===== src/rtl/mem_access_unit.sv =====
// Byte/half/word load-store unit between the MEM stage and a byte-lane data RAM.
// Optional MEM_ALIGN_CHECK_EN rejects misaligned half/word requests via the error path.
module mem_access_unit #(
    parameter int ADDR_W = 32
) (
    input  logic              clk,
    input  logic              rst,
    input  logic              req_valid,
    output logic              req_ready,
    input  logic              req_we,
    input  logic [2:0]        req_op,
    input  logic [ADDR_W-1:0] req_addr,
    input  logic [31:0]       req_wdata,
    output logic              resp_valid,
    output logic [31:0]       resp_rdata,
    output logic              resp_err,
    output logic              ram_en,
    output logic              ram_we,
    output logic [ADDR_W-1:0] ram_addr,
    output logic [3:0]        ram_sel,
    output logic [31:0]       ram_wdata,
    input  logic [31:0]       ram_rdata
);

    typedef enum logic [1:0] {IDLE, ACCESS, RESP} state_t;

    typedef struct packed {
        logic              we;
        logic [2:0]        op;
        logic [ADDR_W-1:0] addr;
        logic [31:0]       wdata;
    } req_t;

    state_t state, state_n;
    req_t   q;
    logic   req_bad;
    logic   in_access;
    logic [3:0]       sel;
    logic [31:0]      wdata_rep;
    logic [31:0]      load_ext;
    logic [3:0][7:0]  rd_lanes;
    logic [7:0]       byte_v;
    logic [15:0]      half_v;

    always_comb begin
        req_bad = (req_op[1:0] == 2'b11);
`ifdef MEM_ALIGN_CHECK_EN
        if (req_op[1:0] == 2'b01 && req_addr[0])
            req_bad = 1'b1;
        if (req_op[1:0] == 2'b10 && req_addr[1:0] != 2'b00)
            req_bad = 1'b1;
`endif
    end

    // Lane decode works from the latched request so RAM outputs are glitch-free in ACCESS.
    always_comb begin
        sel       = 4'b0000;
        wdata_rep = q.wdata;
        case (q.op[1:0])
            2'b00: begin
                sel       = 4'b0001 << q.addr[1:0];
                wdata_rep = {4{q.wdata[7:0]}};
            end
            2'b01: begin
                sel       = q.addr[1] ? 4'b1100 : 4'b0011;
                wdata_rep = {2{q.wdata[15:0]}};
            end
            2'b10: sel = 4'b1111;
            default: sel = 4'b0000;
        endcase
    end

    always_comb begin
        rd_lanes = ram_rdata;
        byte_v   = rd_lanes[q.addr[1:0]];
        half_v   = q.addr[1] ? ram_rdata[31:16] : ram_rdata[15:0];
        case (q.op[1:0])
            2'b00:   load_ext = {{24{~q.op[2] & byte_v[7]}}, byte_v};
            2'b01:   load_ext = {{16{~q.op[2] & half_v[15]}}, half_v};
            default: load_ext = ram_rdata;
        endcase
    end

    always_ff @(posedge clk) begin
        if (rst)
            state <= IDLE;
        else
            state <= state_n;
    end

    always_comb begin
        state_n = state;
        case (state)
            IDLE:    if (req_valid) state_n = req_bad ? RESP : ACCESS;
            ACCESS:  state_n = RESP;
            RESP:    state_n = IDLE;
            default: state_n = IDLE;
        endcase
    end

    always_ff @(posedge clk) begin
        if (rst) begin
            q          <= '0;
            resp_rdata <= '0;
            resp_err   <= 1'b0;
        end else begin
            case (state)
                IDLE: if (req_valid) begin
                    q        <= '{we: req_we, op: req_op, addr: req_addr, wdata: req_wdata};
                    resp_err <= req_bad;
                    if (req_bad)
                        resp_rdata <= '0;
                end
                ACCESS: resp_rdata <= q.we ? 32'h0 : load_ext;
                default: ;
            endcase
        end
    end

    // Reset gates the RAM strobes immediately so an in-flight store cannot commit.
    assign in_access  = (state == ACCESS);
    assign ram_en     = in_access & ~rst;
    assign ram_we     = ram_en & q.we;
    assign ram_addr   = {q.addr[ADDR_W-1:2], 2'b00};
    assign ram_sel    = in_access ? sel : 4'b0000;
    assign ram_wdata  = in_access ? wdata_rep : 32'h0;
    assign resp_valid = (state == RESP);
    assign req_ready  = (state == IDLE) & ~rst;

endmodule


===== config.mk =====
export PLATFORM = sky130hd
export DESIGN_NAME = mem_access_unit
export DESIGN_NICKNAME = d
export VERILOG_FILES = /design/src/rtl/mem_access_unit.sv
export SDC_FILE = /design/constraint.sdc
export NUM_CORES = 1
export LEC_CHECK = 0
export ABC_AREA = 1
export CAP_MARGIN = 20
export CORE_AREA = 2 2 133 109
export DETAILED_ROUTE_END_ITERATION = 10
export DIE_AREA = 0 0 135 111
export PLACE_DENSITY = 0.85
export SLEW_MARGIN = 10
export SYNTH_ARGS = -nofsm -noshare
export SYNTH_HDL_FRONTEND = slang
export SYNTH_SLANG_ARGS = --single-unit

===== constraint.sdc =====
create_clock -name clk -period 1.4 [get_ports clk]
set_input_delay 0.21 -clock clk [delete_from_list [all_inputs] [get_ports clk]]
set_output_delay 0.21 -clock clk [all_outputs]
set_load 0.01 [all_outputs]

# --- After elaboration in Yosys (flattened, before gate mapping) ---
# Index checks and enable logic that the tools add are counted.
word_totals:
  register_bits: 103
  output_inout_bits: 105
op_classes:
  order_cmp: 1
  n_eq_ne: 7
  shift: 1
  muxes: 16
  bitwise_logic: 7
  reduce_logical: 5
op_table:
  columns: ["operator", "n"]
  rows:
  - ["$pmux 32 s2", 3]
  - ["$mux 32", 4]
  - ["$bmux 8 s2", 1]
  - ["$mux 16", 1]
  - ["$pmux 4 s3", 1]
  - ["$mux 4", 2]
  - ["$mux 8", 1]
  - ["$eq 2x2->1 const B", 3]
  - ["$and 1x1->1", 5]
  - ["$eq 2x1->1 const B", 2]
  - ["$logic_not 2->1", 2]
  - ["$mux 2", 2]
  - ["$ne 2x2->1 const B", 2]
  - ["$pmux 2 s2", 1]
  - ["$shl 1x2->4 const A", 1]
  - ["$lt 2x3->1 const B", 1]
  - ["$reduce_and 3->1", 1]
  - ["$not 1->1", 2]
  - ["$reduce_and 2->1", 1]
  - ["$reduce_bool 2->1", 1]

# --- Longest topological paths before layout ---
logic_depth:
  word_depth: 6
  ltp_mapped: 11
  mapped_depth_nobuf: 9

# --- Least setup slack after synthesis ---
# No wires, ideal clock.
synth_path:
  path_type: "reg2out"
  start: "register q[65] (netlist name)"
  end: "output port ram_sel[1]"
  arrival_ns: 1.247
  t_required_ns: 1.190
  path_slack_ns: -0.057
  path_stages_with_launch: 7
  n_path_buf: 3
  path_cell_list: "dfxtp_1 buf_4 nor2_2 buf_2 buf_4 nand3_1 a31oi_1"
synth_between:
  elab_chain_cells: 3
  word_cells_on_any_way: 5
  cone_classes: "eq/ne (2); mux (2); reduce/logical (1)"
synth_rtl:
  columns: ["element", "line", "source"]
  rows:
  - ["start, declared", "35", "req_t q;"]
  - ["start signal, assigned", "109", "q <= '{we: req_we, op: req_op, addr: req_addr, wdata: req_wdata};"]
  - ["$eq 2x2->1, or another cell as far along", "59", "case (q.op[1:0])"]
  - ["$pmux 4 s3 *", "59", null]
  - ["$mux 4 *", "125", "assign ram_sel = in_access ? sel : 4'b0000;"]
  - ["end, declared", "20", "output logic [3:0] ram_sel,"]
# Mark *: on every way between the ends. The rest lies on a longest branch, timed or not.

# --- Worst setup path after layout ---
layout_path:
  start: "register q[64] (netlist name)"
  end: "output port ram_wdata[15]"
layout_between:
  elab_chain_cells: 3
  word_cells_on_any_way: 4
  cone_classes: "eq/ne (1); mux (2); reduce/logical (1)"
layout_rtl:
  columns: ["element", "line", "source"]
  rows:
  - ["$eq 2x1->1 or $logic_not 2->1 (tied branches)", "59", null]
  - ["$pmux 32 s2 *", "59", null]
  - ["$mux 32 *", "126", "assign ram_wdata = in_access ? wdata_rep : 32'h0;"]
  - ["end, declared", "21", "output logic [31:0] ram_wdata,"]
# Marks and branches as above.

==> out/qor.txt <==
Outcome - complete, but fails checks
Failing checks - setup timing
Final cell count without fillers - 1197
Synth unique cells - 26
Flop-to-flop setup slack - -230 ps
Clock sink count - 103
Hold WS - 442 ps
Diodes inserted - 0
Comb pwr share - 34.1%
WL final - 22600 µm
Start point of the critical path - q[64]
Synth area leader - dfxtp_1
Worst relative slew slack - 61.3%
Nets - 1111
Rows - 39
Vias per Instance - 5.23
Part of the cycle the worst path needs - 120%
Max-cap violation count - 0
Die X - 135 µm
Worst setup endpoint - ram_wdata[15]
Critical setup path kind - flop to primary output
IO Port Bufs - 205
Number of failing hold endpoints at the final stage - 0
Top-area cell type share of the netlist area - 40.1%
RR Endpoint - resp_rdata[15]
Max Slew Vio Count - 0
Post-synthesis register bit count - 103
P per Cell Area - 928 mW/mm²
Sequential power share - 38.1%
Fin worst setup slack - -275 ps
WL/cell - 18.9 µm
CP endpoint kind - primary output
Syn avg cell area - 6.71 µm²
Synth top area cells - dfxtp_1 (40%), nor2_1 (12%), nand2_1 (11%)
Clk pwr share - 27.7%
GPL Wtd Cong - 0.975
Synthesized instance count - 766
NetSw - 2.96 mW
Register-to-Register Path Depth - 10
P&R area growth vs syn - 84.3%
Crit start category - flop
Reg clk slew, reported paths - 70 ps
Drt initial violations - 597
Filler cells - 1082
Fmax - 597 MHz
Die height - 111 µm
LEAKAGE - 4.18 nW
Number of global-route vias before repair - 5471
Fraction of layout cells with a size suffix above 1 - 39.6%
Most frequent cells in the layout - nand2_1 (119), nor2_1 (118), clkdlybuf4s50_1 (102)
Commonest non-fill, non-tap cell in the layout - nand2_1
Synthesis warning total - 0
TritonCTS clock tree - yes
DR pass1 iterations - 7
Worst Path Required - 1190 ps
Worst Tran Pin Value - 580 ps
IO Pins - 208
Crit path DAT - 1470 ps
Cell Area, Synth - 0.00514 mm²
Initial cell density of the core - 37.1%
Num CTS Buffers - 9
Die area - 0.0150 mm²
Vias - 6259
Switch share - 33.7%
Int Power - 5.82 mW
Remaining Overflow, GRT - 0
Layout Skew - 8.36 ps
Hold buffers post-CTS - 0
CTS H-tree lvls - 3
Pin count of the biggest net entering global routing - 57
Area of the multi-input gates - 0.00346 mm²
Placed Cells incl. Taps - 1132
Worst R2R Start - state[0]
Root Driver - clkbuf_16
Seq/Total Area, Yosys - 40.1%
Max VDD drop - 0.000678 V
Fin area - 0.00947 mm²
CP max FO - 4
Clk_lat worst skew - 350 ps
Period minus WS final - 1680 ps
Antenna violations before repair - 0
Drt drc - 0
Max clock buf depth - 2
Detailed placement HPWL - 12400 µm
Unrepaired setup endpoints after global routing - yes
Overall global routing resource usage - 23.4%
Area occupied by registers - 0.00207 mm²
Remaining antenna violation count - 0
First-pass GRT wire length - 28100 µm
Hold Path Class - input port to flop
Core Footprint - 0.0139 mm²
Area after DPL - 0.00750 mm²
Total chip power - 8.78 mW
Setup violations, final - 140
[sequential cells by signal, indices dropped and copies added (netlist names)]
register / count
ram_addr: 30
resp_rdata: 32
q: 38
state: 2
resp_err: 1
[cells in the mapped netlist, drive strengths merged]
| cell type | count |
|---|---|
| nor3 | 4 |
| o21ai | 107 |
| inv | 41 |
| conb | 1 |
| o22ai | 8 |
| nand2 | 161 |
| nand3 | 20 |
| a21oi | 63 |
| clkbuf | 23 |
| a211oi | 1 |
| nor2 | 170 |
| buf | 60 |
| dfxtp | 103 |
| a31oi | 3 |
| o311ai | 1 |
[logic make-up (layout without fill, tap and decap cells)]
group	count (synthesis)	count (layout)	synth area share, %
buffers and inverters	124	369	12.6
DFF	103	103	40.1
and+or+nand+nor	355	356	28.2
other	1	2	0.0730
AOI/OAI and AO/OA	183	183	19.0
[power by group through the flow]
stage          sequential [mW]  combinational [mW]  clock (mW)
2_1_floorplan             3.32                1.12           0
3_3_place_gp              3.34                2.01           0
3_5_place_dp              3.35                2.03           0
4_1_cts                   3.30                2.07        2.46
5_1_grt                   3.37                3.18        2.58
6_report                  3.35                3.00        2.43
[through the flow]
step	setup slack (ps)	utilization (%)	TNS, ps
2_1_floorplan	5.45	-	0
3_3_place_gp	-343	54.1	-19260
3_5_place_dp	-379	54.1	-22430
4_1_cts	-288	56.8	-13750
5_1_grt	-322	68.3	-24300
6_report	-275	68.3	-17340
[worst min path at each step]
stage                        startpoint  cells past startpoint            end
after floorplan            req_addr[22]                      2   ram_addr[22]
after global placement    resp_rdata[2]                      2  resp_rdata[2]
after detailed placement  resp_rdata[9]                      2  resp_rdata[9]
after CTS                  req_addr[18]                      3   ram_addr[18]
after global routing       req_addr[14]                      3   ram_addr[14]
final                      req_addr[23]                      3   ram_addr[23]
[area by class of cell]
class	count	share of cell area, %
Multi-Input combinational cell	541	36.5
Timing Repair Buffer	310	33.9
Sequential cell	103	21.9
Clock buffer	11	2.46
Tap cell	184	2.43
Inverter	41	2.02
Clock inverter	5	0.463
Timing Repair inverter	2	0.291
[worst max-delay path, cell delays in order (launching register included)]
cell	delay, ps
dfxtp_2	390
inv_2	70
nor2_4	120
inv_4	60
buf_4	130
o22ai_2	150
nor3_2	60
buf_2	140
[repair_timing]
action,in CTS,in global routing
gates resized for setup,299,303
pin swaps,9,77
setup buffers,7,20
setup endpoints to repair,136,140
gates cloned,2,24
[layer usage]
layer	vias up	track usage [%]	wire, µm	share of wire [%]
met2	292	36.9	10600	47
met4	0	7.22	736	3.3
li1	2914	-	-	-
met5	-	0	0	0
met1	2993	31.2	9500	42
met3	60	6.49	1760	7.8
Power figures use the tool's default switching activity.
